$ cat src/rtl/sync_fifo.sv
// sync_fifo: single-clock first-word-fall-through FIFO, 2**SIZE entries of DBITS bits.
// Define FIFO_ERR_FLAGS_EN to add sticky overflow/underflow error outputs.
module sync_fifo #(
  parameter int DBITS = 32,
  parameter int SIZE  = 4
) (
  input  logic             clk,
  input  logic             reset,
  input  logic             wr,
  input  logic             rd,
  input  logic [DBITS-1:0] din,
  output logic [DBITS-1:0] dout,
  output logic             empty,
  output logic             full,
  output logic             almost_full,
  output logic             half_full,
  output logic             almost_empty
`ifdef FIFO_ERR_FLAGS_EN
  ,
  output logic             overflow,
  output logic             underflow
`endif
);
  localparam int DEPTH = 2 ** SIZE;
  logic [DBITS-1:0] mem [DEPTH];
  logic [SIZE-1:0] wr_ptr, rd_ptr;
  logic [SIZE:0] count;
  logic wr_ok, rd_ok;
  assign wr_ok = wr && !full;
  assign rd_ok = rd && !empty;
  always_ff @(posedge clk)
    if (wr_ok) mem[wr_ptr] <= din;
  always_ff @(posedge clk or negedge reset)
    if (!reset) begin
      wr_ptr <= '0;
      rd_ptr <= '0;
      count  <= '0;
    end else begin
      if (wr_ok) wr_ptr <= wr_ptr + 1'b1;
      if (rd_ok) rd_ptr <= rd_ptr + 1'b1;
      count <= count + {{SIZE{1'b0}}, wr_ok} - {{SIZE{1'b0}}, rd_ok};
    end
  assign empty        = count == '0;
  assign full         = count == (SIZE+1)'(DEPTH);
  assign almost_full  = count >= (SIZE+1)'(DEPTH - 1);
  assign half_full    = count >= (SIZE+1)'(DEPTH / 2);
  assign almost_empty = count <= (SIZE+1)'(1);
  assign dout         = empty ? '0 : mem[rd_ptr];
`ifdef FIFO_ERR_FLAGS_EN
  // with full, a read is always accepted, so "no read accepted" reduces to !rd
  always_ff @(posedge clk or negedge reset)
    if (!reset) begin
      overflow  <= 1'b0;
      underflow <= 1'b0;
    end else begin
      if (wr && full && !rd) overflow <= 1'b1;
      if (rd && empty) underflow <= 1'b1;
    end
`endif
endmodule

$ cat config.mk
export PLATFORM = sky130hd
export DESIGN_NAME = sync_fifo
export DESIGN_NICKNAME = d
export VERILOG_FILES = /design/src/rtl/sync_fifo.sv
export SDC_FILE = /design/constraint.sdc
export NUM_CORES = 1
export LEC_CHECK = 0
export CELL_PAD_IN_SITES_DETAIL_PLACEMENT = 1
export CELL_PAD_IN_SITES_GLOBAL_PLACEMENT = 1
export CORE_MARGIN = 4
export CORE_UTILIZATION = 47
export DETAILED_ROUTE_END_ITERATION = 7
export GPL_TIMING_DRIVEN = 1
export PLACE_DENSITY = 0.71
export SETUP_SLACK_MARGIN = 0.2
export SLEW_MARGIN = 10
export SYNTH_ARGS = -nofsm -noshare
export SYNTH_HDL_FRONTEND = slang
export SYNTH_SLANG_ARGS = --single-unit
export TNS_END_PERCENT = 5
$ cat constraint.sdc
create_clock -name clk -period 5.95 [get_ports clk]
set_input_delay 0.595 -clock clk [delete_from_list [all_inputs] [get_ports clk]]
set_output_delay 0.595 -clock clk [all_outputs]
set_load 0.01 [all_outputs]
==> impl_metrics.env <==
export IMPL_die_h_um=218
export IMPL_worst_pin_slew_ns=1.22
export IMPL_rows=76
export IMPL_start_util_pct=47.7
export IMPL_worst_ep_arrival_time_ns=3.90
export IMPL_grt_pass1_wl_mm=71.8
export IMPL_die_area_um2=47400
export IMPL_grt_max_degree=64
export IMPL_synthTopCellsByArea="edfxtp_1 74%, mux4_2 11%, mux2i_1 3.0%"
export IMPL_grt_pass1_vias=11009
export IMPL_post_cts_buffers=0
export IMPL_crit_fanout=22
export IMPL_avgRoutedWirePerCell_um=27.9
export IMPL_cp_buffers_inverters=4
export IMPL_synth_warnings=0
export IMPL_diodes=0
export IMPL_cp_slowest_cell="clkdlybuf4s50_1"
export IMPL_critPathLaunchType="register"
export IMPL_via_count=10020
export IMPL_yosysTopAreaCell="edfxtp_1"
export IMPL_criticalPathCategory="register to output pin"
export IMPL_worst_ep_required_time_ns=5.36
export IMPL_fin_util_pct=55.0
export IMPL_clk_latency_ns=0.61
export IMPL_viasPerCell=5.84
export IMPL_synthDistinctLibCells=38
export IMPL_crit_path_end_kind="output pin"
export IMPL_tns_ns=0
export IMPL_clockBufferDepth=3
export IMPL_netlist_instances=992
export IMPL_ys_ff_latch=525
export IMPL_cts_hold_buf=0
export IMPL_cts_root_buf="clkbuf_16"
export IMPL_drc=0
export IMPL_routed_wl_mm=47.8
export IMPL_htree_levels=2
export IMPL_finalNetCount=1143
export IMPL_peakVddDrop_mv=0.292
export IMPL_p_per_area_nw_per_um2=500
export IMPL_die_w_um=218
export IMPL_cp_top_family="buffers and inverters"
export IMPL_clkSinkCount=525
export IMPL_grt_antenna_before_repair=0
export IMPL_clkTransAtPathRegs_ns=0.07
export IMPL_min_path_type="input pin to asynchronous set/reset pin"
export IMPL_fin_crit_sh_pct=75.6
export IMPL_path_cells="inv_1 > ha_1 > or4b_4 > inv_2 > nor2_4 > buf_4 > a22oi_2 > o211ai_1 > clkdlybuf4s50_1"
export IMPL_syn_to_final_growth_pct=15.3
export IMPL_dp_hpwl_mm=25.3
export IMPL_final_cell_mix="512 x edfxtp_1, 97 x mux4_2, 72 x clkdlybuf4s50_1, 62 x mux2i_1, 53 x clkbuf_16"
export IMPL_antenna_left=0
export IMPL_max_slew_margin_pct=18.2
export IMPL_port_buffers=72
export IMPL_p_leak_nw=7.66
export IMPL_syn_avg_cell_area_um2=20.8
export IMPL_cts_tree="done"
export IMPL_yosysSeqAreaShare_pct=76.0
export IMPL_max_freq_ghz=0.222
export IMPL_syn_area_um2=20700
export IMPL_max_stage_delay_ns=0.62
export IMPL_slew_viol_final=0
export IMPL_finalPower_mw=11.9
export IMPL_drt_iter0_markers=849
export IMPL_grt_usage_pct=20.6
export IMPL_drive_gt1_share_pct=22.8
export IMPL_ctsResizeCount=0
export IMPL_min_period_ns=4.50
export IMPL_drt_pass1_iter_count=5
export IMPL_cts_buffers=53
export IMPL_drv_cap=0
export IMPL_rsz0062_at_grt="false"
export IMPL_synthDominantCellAreaShare_pct=74.4
export IMPL_synth_nets=1047
export IMPL_gp_congestion=0.724
export IMPL_finalSetupViolations=0
export IMPL_core_area_um2=43300
export IMPL_grt_remaining_overflow=0
export IMPL_finalClockSkew_ns=0.0188
export IMPL_io_pins=73
export IMPL_hold_viol=0
export IMPL_layout_commonest_cell="edfxtp_1"
export IMPL_status="completed"
==> sequential cells by signal, indices dropped and copies added (netlist names) <==
register / count
mem: 512
rd_ptr: 4
count: 5
wr_ptr: 4
==> report_power, final <==
| group | internal (mW) | total [mW] | switching [mW] | leakage, nW |
|---|---|---|---|---|
| clock network | 1.88 | 3.26 | 1.38 | 0.834 |
| registers | 4.47 | 4.81 | 0.342 | 4.77 |
| logic | 1.79 | 3.84 | 2.05 | 2.05 |
| total | 8.14 | 11.9 | 3.77 | 7.66 |
==> kinds of logic after synthesis <==
group                      synth area share (%)
AOI/OAI and AO/OA                          4.40
xor gates and xnor gates                  0.382
muxes                                      13.7
and+or+nand+nor                            2.40
DFF                                        76.0
buffers and inverters                      1.87
adders and majority gates                  1.19
==> worst reg2reg max path: cells and delay by family, from the launching register on <==
kind,cells,cell delay [ns]
simple gates,3,1.23
compound gates,1,0.34
buf+inv,3,0.83
fa+ha+maj,1,0.25
flops,1,0.39
==> path summary, 6_finish.rpt <==
path / to / slack, ns / from / depth (start not counted)
min: rd_ptr[1] / 0.39 / reset / 1
min in group clk: wr_ptr[3] / 0.62 / wr_ptr[0] / 2
max: dout[19] / 1.45 / count[2] / 9
max reg2reg: mem[6][13] / 2.58 / count[2] / 8
min reg2reg: wr_ptr[3] / 0.62 / wr_ptr[0] / 2
max in group asynchronous: rd_ptr[0] / 5.08 / reset / 1
==> Yosys cell counts <==
master	count
edfxtp_1	512
mux4_2	97
mux2i_1	62
nand3_1	38
a22oi_1	35
o211ai_1	31
nand2_1	30
a22oi_2	28
clkbuf_1	23
ha_1	18
inv_1	17
dfrtp_1	13
buf_2	12
buf_4	11
nor2_1	10
and2_1	9
buf_6	7
xnor2_1	6
nor4_1	4
buf_1	3
mux2_2	3
xor2_1	3
a21oi_1	2
nand4_1	2
nor3b_1	2
o21ai_0	2
a22o_1	1
a41o_1	1
and2_4	1
fa_1	1
inv_2	1
nor2b_1	1
nor3_1	1
nor3b_2	1
o21bai_1	1
o31a_1	1
o41ai_1	1
or4b_4	1
==> metrics by stage <==
step           std cells  area [um2]  worst slack, ns  hold WS, ns
2_1_floorplan        992       20700             1.23        0.299
3_3_place_gp        1618       22100             2.13        0.602
3_5_place_dp        1618       22100             2.06        0.619
4_1_cts             1717       23800             1.41        0.380
5_1_grt             1717       23800             1.28        0.433
6_report            1717       23800             1.45        0.388
==> routing by layer <==
metal  global-route usage, %  part of all wire (%)  vias to the layer above
li1                        -                     -                     4304
met1                    27.8                    41                     5373
met2                    35.1                    51                      269
met3                    3.36                   4.9                       74
met4                    5.91                   2.4                        0
met5                       0                     0                        -
==> final cells by class <==
class	count	area [um2]
clock inverters	28	265
well taps	585	732
inverters	18	67.6
multi-input cells	393	4660
repair buffers	97	933
clock buffers	71	1440
fillers	3750	19500
flip-flops and latches	525	15700
No activity file was read; power rests on OpenSTA's default activity.
